[src/rtl/hazard_ctrl.sv]
// ==========================================================================
// hazard_ctrl : pipeline stall/flush/halt-drain control with event counters
// Revision 1.0
// ==========================================================================
`default_nettype none

module hazard_ctrl #(
  parameter int DRAIN_CYC = 3,
  parameter int CNT_W     = 16
) (
  input  logic             clk,
  input  logic             reset,
  input  logic             id_valid,
  input  logic [4:0]       id_rs1,
  input  logic [4:0]       id_rs2,
  input  logic             id_uses_rs2,
  input  logic [4:0]       ex_rd,
  input  logic [4:0]       mem_rd,
  input  logic             ex_reg_write,
  input  logic             mem_reg_write,
  input  logic             control_j,
  input  logic             halt_req,
  input  logic             cnt_clr,
  output logic             pc_write,
  output logic             ifid_write,
  output logic             ifid_flush,
  output logic             idex_bubble,
  output logic             halt_ack,
  output logic [CNT_W-1:0] stall_cnt,
  output logic [CNT_W-1:0] flush_cnt
);

  typedef enum logic [1:0] {
    S_RUN    = 2'd0,
    S_FLUSH  = 2'd1,
    S_DRAIN  = 2'd2,
    S_HALTED = 2'd3
  } state_t;

  localparam logic [2:0]       DRAIN_LOAD = 3'(DRAIN_CYC - 1);
  localparam logic [CNT_W-1:0] CNT_MAX    = {CNT_W{1'b1}};

  state_t           state_q, state_d;
  logic [2:0]       drain_q, drain_d;
  logic             halt_ack_q, halt_ack_d;
  logic [CNT_W-1:0] stall_cnt_q, stall_cnt_d;
  logic [CNT_W-1:0] flush_cnt_q, flush_cnt_d;

  logic raw_hit, rs1_hit, rs2_hit;
  logic pc_w, ifid_w, flush_w, bubble_w, stall_inc, flush_inc;

  always_comb begin
    rs1_hit = (id_rs1 != 5'd0) &&
              ((ex_reg_write && (ex_rd == id_rs1)) || (mem_reg_write && (mem_rd == id_rs1)));
    rs2_hit = id_uses_rs2 && (id_rs2 != 5'd0) &&
              ((ex_reg_write && (ex_rd == id_rs2)) || (mem_reg_write && (mem_rd == id_rs2)));
    raw_hit = id_valid && (rs1_hit || rs2_hit);
  end

  always_comb begin
    state_d    = state_q;
    drain_d    = drain_q;
    halt_ack_d = halt_ack_q;
    pc_w       = 1'b1;
    ifid_w     = 1'b1;
    flush_w    = 1'b0;
    bubble_w   = 1'b0;
    stall_inc  = 1'b0;
    flush_inc  = 1'b0;
    case (state_q)
      S_RUN: begin
        if (raw_hit) begin
          pc_w      = 1'b0;
          ifid_w    = 1'b0;
          bubble_w  = 1'b1;
          stall_inc = 1'b1;
        end else if (control_j) begin
          flush_w   = 1'b1;
          flush_inc = 1'b1;
          state_d   = S_FLUSH;
        end else if (halt_req) begin
          pc_w     = 1'b0;
          flush_w  = 1'b1;
          bubble_w = 1'b1;
          drain_d  = DRAIN_LOAD;
          // The request cycle itself is the first bubble, so one bubble needs no DRAIN visit.
          if (DRAIN_CYC <= 1) begin
            state_d    = S_HALTED;
            halt_ack_d = 1'b1;
          end else begin
            state_d = S_DRAIN;
          end
        end
      end
      S_FLUSH: begin
        flush_w   = 1'b1;
        flush_inc = 1'b1;
        state_d   = S_RUN;
      end
      S_DRAIN: begin
        pc_w     = 1'b0;
        flush_w  = 1'b1;
        bubble_w = 1'b1;
        if (drain_q <= 3'd1) begin
          drain_d    = 3'd0;
          state_d    = S_HALTED;
          halt_ack_d = 1'b1;
        end else begin
          drain_d = drain_q - 3'd1;
        end
      end
      S_HALTED: begin
        pc_w     = 1'b0;
        ifid_w   = 1'b0;
        flush_w  = 1'b1;
        bubble_w = 1'b1;
        if (!halt_req) begin
          state_d    = S_RUN;
          halt_ack_d = 1'b0;
        end
      end
      default: state_d = S_RUN;
    endcase

    if (cnt_clr)
      stall_cnt_d = '0;
    else if (stall_inc && (stall_cnt_q != CNT_MAX))
      stall_cnt_d = stall_cnt_q + CNT_W'(1);
    else
      stall_cnt_d = stall_cnt_q;

    if (cnt_clr)
      flush_cnt_d = '0;
    else if (flush_inc && (flush_cnt_q != CNT_MAX))
      flush_cnt_d = flush_cnt_q + CNT_W'(1);
    else
      flush_cnt_d = flush_cnt_q;
  end

  always_ff @(posedge clk or posedge reset) begin
    if (reset) begin
      state_q     <= S_RUN;
      drain_q     <= 3'd0;
      halt_ack_q  <= 1'b0;
      stall_cnt_q <= '0;
      flush_cnt_q <= '0;
    end else begin
      state_q     <= state_d;
      drain_q     <= drain_d;
      halt_ack_q  <= halt_ack_d;
      stall_cnt_q <= stall_cnt_d;
      flush_cnt_q <= flush_cnt_d;
    end
  end

  // Reset holds the front end frozen with NOPs injected until release.
  assign pc_write    = reset ? 1'b0 : pc_w;
  assign ifid_write  = reset ? 1'b0 : ifid_w;
  assign ifid_flush  = reset ? 1'b1 : flush_w;
  assign idex_bubble = reset ? 1'b1 : bubble_w;
  assign halt_ack    = halt_ack_q;
  assign stall_cnt   = stall_cnt_q;
  assign flush_cnt   = flush_cnt_q;

endmodule

`default_nettype wire

[config.mk]
export PLATFORM = sky130hd
export DESIGN_NAME = hazard_ctrl
export DESIGN_NICKNAME = d
export VERILOG_FILES = /design/src/rtl/hazard_ctrl.sv
export SDC_FILE = /design/constraint.sdc
export NUM_CORES = 1
export LEC_CHECK = 0
export ABC_AREA = 1
export BUFFER_PORTS_ARGS = -buffer_cell sky130_fd_sc_hd__buf_2
export CAP_MARGIN = 25
export CORE_ASPECT_RATIO = 0.8
export CORE_MARGIN = 4
export CORE_UTILIZATION = 55
export CTS_CLUSTER_DIAMETER = 120
export CTS_CLUSTER_SIZE = 30
export DETAILED_ROUTE_END_ITERATION = 6
export GPL_ROUTABILITY_DRIVEN = 0
export PLACE_DENSITY_LB_ADDON = 0.1
export SLEW_MARGIN = 30
export SYNTH_ARGS = -nofsm -noshare
export SYNTH_HDL_FRONTEND = slang
export SYNTH_SLANG_ARGS = --single-unit
[constraint.sdc]
create_clock -name clk -period 2.4 [get_ports clk]
set_input_delay 0.24 -clock clk [delete_from_list [all_inputs] [get_ports clk]]
set_output_delay 0.24 -clock clk [all_outputs]
set_load 0.05 [all_outputs]
# After elaboration in Yosys (flattened, before gate mapping)
# Index checks and enable logic that the tools add are counted.
# totals
ff_bits,38
wordCells,89
inputBits,29
# op_classes
muxes,40
n_eq_ne,15
magnitude_cmp,1
n_addsub,3
n_reduce_logical,25
# ops
op,n
2-to-1 mux 16 bit,4
"adder 16 x 1 -> 16 bit, second input constant",2
"inequality test 16 bit, second input constant",2
equality test 5 bit,4
2-to-1 mux 1 bit,19
2-to-1 mux 3 bit,4
case mux 1 bit (2 select lines),6
logical AND 1 bit,10
2-to-1 mux 2 bit,5
"inequality test 2 bit, second input constant",5
nonzero test 5 bit,2
case mux 2 bit (4 select lines),1
AND reduction 4 bit,2
nonzero test 2 bit,4
case mux 3 bit (2 select lines),1
"equality test 2 bit, second input constant",2
"less-or-equal comparator 3 x 1 -> 1 bit, second input constant",1
logical OR 1 bit,3
"inequality test 3 bit, second input constant",1
AND reduction 3 bit,1
OR reduction 3 bit,1
"subtractor 3 x 1 -> 3 bit, second input constant",1
"equality test 2 x 1 -> 1 bit, second input constant",1
logical NOT 2 bit,1
OR reduction 2 bit,1

# Depth between registers and ports, before layout
# logic_depth
ltp_word,11
depth_mapped,13

# Worst setup path after synthesis
# Ideal clock, no wire load.
# synth_path
path_kind,input to output
from,in reset
to,out pc_write
arrival_time_ps,2431
required_ps,2160
cell_stages,3
slack_ps,-271
path_cell_list,inv_1 -> nand4_1 -> inv_1
# synth_between
elab_chain_len,1
# synth_lines
element,line_no,rtl
from (decl),12,"input logic reset,"
2-to-1 mux 1 bit,157,assign pc_write = reset ? 1'b0 : pc_w;
to (decl),24,"output logic pc_write,"
# Every way passes these cells.

# Worst setup path in the final report
# layout_path
from,reg flush_cnt_q[0] (netlist: flush_cnt[0])
to,reg flush_cnt_q[2] (netlist: flush_cnt[2])
# layout_between
elab_chain_len,3
# layout_lines
element,line_no,rtl
from (decl),47,"logic [CNT_W-1:0] flush_cnt_q, flush_cnt_d;"
from (signal assigned),152,flush_cnt_q <= flush_cnt_d;
adder 16 x 1 -> 16 bit / inequality test 16 bit (equally long branches),"135, 134",
2-to-1 mux 16 bit / logical AND 1 bit (equally long branches),134,else if (flush_inc && (flush_cnt_q != CNT_MAX))
2-to-1 mux 16 bit / nonzero test 2 bit (equally long branches),--,
# Several ways; a longest one is shown, not always the timed one. The select of a mux whose other input is x is not followed.
# A chain may end at the register's enable or synchronous reset.

==> run summary <==
Iteration-0 DRC count of the detailed router: 219. In this run the core area contains 23 standard-cell rows. The final critical delay including setup and external delays works out to 1.977 ns.

The run gives 31 as the count of distinct cell types in the synthesized netlist. Standard cell with the maximum stage delay on the critical path: sky130_fd_sc_hd__dfrtp_1. The relative slew slack is 0.6953, and the post-CTS setup repair buffer count is 0. The parity-gate share of the synthesized area counting xor and xnor cells works out to 0.08383. The delay of the slowest cell on the worst path was 0.45 ns. Summing all multi-input logic gate instances after layout gives 1662 µm². STA puts the critical path data arrival time at 2.21 ns. After routing, the total negative slack on setup checks comes to 0 ns. Final core area utilization: 0.6643. At the pin with the least slew margin, the transition time is 0.4536 ns. The floorplan step defined a core boundary enclosing 5065 µm².

The area of the die was 6557 µm². The number of buffers inserted during clock tree synthesis is 5, and the post-synthesis compound-gate area fraction is 0.01497. After filler insertion, the fill cell instance count of the layout stands at 463.

The library cell used most frequently in the layout, excluding fill and tap cells, is sky130_fd_sc_hd__nand2_1. The tools report the total of max-cap violations as 0. The tools report the highest clock rate as 505.8 MHz. Wire length after detailed routing: 7350 µm.

The part of the cycle the worst path needs was 0.8238. The largest buffer count on any clock path was 2. TritonCTS built the clock tree. The simple-gate portion of the synthesized area was 0.4564; the total met2 wirelength after detailed routing was 3238 µm. Data on the critical path is required at its endpoint by 2.63 ns. The multiplexer area fraction after synthesis was 0.

Of all nets on the critical path, the largest fanout is 17. The run gives 539 as the count of nets after finishing. The dominant combinational cell family by area after synthesis is simple AND/OR/NAND/NOR gates. The post-route non-filler standard cell count was 570; the number of antenna diodes was 0. Cell chosen for the clock root: sky130_fd_sc_hd__clkbuf_8. Routed signal wires occupy layers up through met4. From bottom edge to top edge, the die measures 73.23 µm. For the initial antenna violation count, the log shows 0. The area growth from synthesis to layout is 15.01%.

For the initial cell density of the core, the log shows 0.5776. Once detailed placement completed, the half-perimeter wirelength came to 5392 µm. The detailed router put a total of 3491 µm of wire on met1. Among cell families on the critical path, the largest total delay comes from simple AND/OR/NAND/NOR gates. STA classifies the critical path endpoint as a register. The fraction of the yosys area taken by sequential cells was 0.3251; the share of synthesized cell area in full adder, half adder and majority cells was 0.01283. Synthesis inferred 38 register bits. For this design the ratio of total power to cell area is 588.9 nW/µm². In this run the worst hold path is classified as input pin to register.

The fraction of final layout cells with drive strength greater than 1 came out at 0.1850. OpenSTA, run right after detailed placement, puts the worst setup slack at 0.4625 ns. The deepest level of the CTS H-tree is 2. The total of endpoints with negative setup slack in the final report is 0, and the register clock-pin slew on the reported worst setup and hold paths is 0.08 ns. Averaged over all synthesized cells, the footprint is 6.603 µm². The count of yosys warnings during synthesis came out at 0. The run finished with clean final reports. The clock sink count is 38, and the post-layout worst setup margin is 0.4228 ns.

By instance count, the cell type seen most on the critical path is sky130_fd_sc_hd__nand2_1. Synthesized instance count: 443. For the number of pins exceeding their max-slew limit in the final report, the log shows 0. Summing all flip-flop and latch instances after layout gives 950.9 µm². Across the routed clock network, the largest skew measured is 0.01024 ns. Summed over all layers, the global routing overflow is 0. The source-to-sink clock delay at the later pin of the worst-skew pair came out at 0.30 ns. The average routed wire per standard cell is 12.89 µm. Setup repair after global routing left no endpoint under its margin. The die width was 89.54 µm.

Number of iterations in the first detailed-routing pass: 4. The first global-routing pass estimated 12,360 µm of wire. Leakage power: 1.963 nW. The number of global-route vias before repair was 2,680. The count of buffering cells on the critical path with inverters included works out to 1. For this run, design rule violations remaining after detail routing come to 0. During I/O placement, the number of pins put on the boundary was 66.

The detail route stage leaves a number of antenna-violating nets equal to 0. The cell area that synthesis handed to floorplanning was 2925 µm². The vias per cell was 5.263; the maximum resistive drop on vdd was 0.5611 mV.

The number of nets in the synthesized netlist is 475. In the layout the commonest cells are sky130_fd_sc_hd__nand2_1, sky130_fd_sc_hd__buf_2, sky130_fd_sc_hd__nor2_1. Entering global routing, the biggest net connects 33 pins. Traced cell by cell, the critical path runs through ha_1 -> nand2_1 -> nor3_4 -> nand4_2 -> o21ai_2 -> inv_2 -> nand2_8 -> nand3_1 -> nand2_1. Summed over all nets, wire length on met3 after detailed routing comes to 530 µm. The worst setup path category is register to register.

The hold violation count in the final report was 0. The via count of the routed design was 3,000; the number of buffer cells added on primary ports was 65. The number of placed instances, taps included, is 561. STA classifies the critical path startpoint as a register. For the all-layer global routing usage, the log shows 0.2391.
## path summary, 6_finish.rpt
check,start,to,slack (ns),cells after the start
worst min-delay path,halt_req,state_q[0],0.34,5
worst min register to register,drain_q[0],drain_q[0],0.48,2
worst max-delay path,flush_cnt[0],flush_cnt[2],0.42,9
worst max register to register,flush_cnt[0],flush_cnt[2],0.42,9
max in group asynchronous,reset,stall_cnt[15],1.30,4
min in group asynchronous,reset,halt_ack,0.47,3
## worst min-delay path, stage by stage
cell	delay, ns
sky130_fd_sc_hd__buf_2	0.10
sky130_fd_sc_hd__inv_1	0.08
sky130_fd_sc_hd__nor2_1	0.07
sky130_fd_sc_hd__inv_1	0.05
sky130_fd_sc_hd__nand2_1	0.05
## cell usage after synthesis
cell type                  instances  area, µm²
sky130_fd_sc_hd__nor3_2            1      10.01
sky130_fd_sc_hd__a21oi_1           3      15.01
sky130_fd_sc_hd__buf_6             1      11.26
sky130_fd_sc_hd__inv_1            50      187.7
sky130_fd_sc_hd__nand2_1         146      548.0
sky130_fd_sc_hd__buf_2             4      20.02
sky130_fd_sc_hd__xnor2_1           6      52.55
sky130_fd_sc_hd__nor3b_1           1      7.510
sky130_fd_sc_hd__clkbuf_1          3      11.26
sky130_fd_sc_hd__nand4_2           1      12.51
sky130_fd_sc_hd__buf_4             1      7.510
sky130_fd_sc_hd__buf_12            1      20.02
sky130_fd_sc_hd__clkbuf_4          1      7.510
sky130_fd_sc_hd__o21ai_2           1      8.760
sky130_fd_sc_hd__nor2_1           55      206.5
sky130_fd_sc_hd__nand3_1          50      250.2
sky130_fd_sc_hd__nand2_8           1      20.02
sky130_fd_sc_hd__nand4_1          24      150.1
sky130_fd_sc_hd__inv_2             9      33.78
sky130_fd_sc_hd__ha_1              3      37.54
sky130_fd_sc_hd__nor4_1            2      12.51
sky130_fd_sc_hd__nand2_2           1      6.260
sky130_fd_sc_hd__o21ai_0           4      20.02
sky130_fd_sc_hd__nor3_4            1      16.27
sky130_fd_sc_hd__nand3_4           1      17.52
sky130_fd_sc_hd__clkbuf_8          1      13.76
sky130_fd_sc_hd__dfrtp_1          38      950.9
sky130_fd_sc_hd__xor2_1           22      192.7
sky130_fd_sc_hd__nor3_1            9      45.04
sky130_fd_sc_hd__nand4_4           1      21.27
sky130_fd_sc_hd__nand2_4           1      11.26
## logic make-up (layout without fill, tap and decap cells)
kind of cell / after synthesis / in the layout
simple gates: 295 / 295
buf+inv: 71 / 136
flops: 38 / 38
xor+xnor: 28 / 28
compound gates: 8 / 8
fa+ha+maj: 3 / 3
## power by group
group	internal, mW	leakage, nW	switching, mW	total [mW]
sequential	0.706	0.518	0.0695	0.775
combinational	0.199	1.40	0.541	0.739
clock	0.232	0.0482	0.234	0.466
total	1.14	1.96	0.844	1.98
## through the flow
step / area [µm²] / hold WS, ns / total power, mW
detailed placement: 3263 / 0.2384 / 1.524
CTS: 3364 / 0.3287 / 1.994
global route: 3364 / 0.3739 / 2.122
global placement: 3263 / 0.2352 / 1.506
floorplan: 2929 / 0.2190 / 1.384
finish: 3364 / 0.3357 / 1.981
## metal layers
layer  up-vias  track usage
met4         0      0.06612
met2       105       0.3630
met3         9      0.05756
met1      1358       0.3399
li1       1528            -
met5         -            0
## flip-flops by register name, indices dropped and copies added, names as in the netlist
name / count
drain_q: 3
flush_cnt: 16
state_q: 2
halt_ack: 1
stall_cnt: 16
## area by class of cell
class / count / area share
inverters: 59 / 0.06694
well taps: 62 / 0.02306
repair buffers: 69 / 0.1064
clock inverters: 1 / 0.001488
clock buffers: 7 / 0.02566
multi-input cells: 334 / 0.4939
flip-flops and latches: 38 / 0.2826
## timing repair
action | CTS | global route
hold endpoints to repair | 12 | 0
resized for setup | 0 | 0
setup endpoints to repair | 0 | 0
hold buffers | 1 | 0
(Power assumes the default switching activity.)
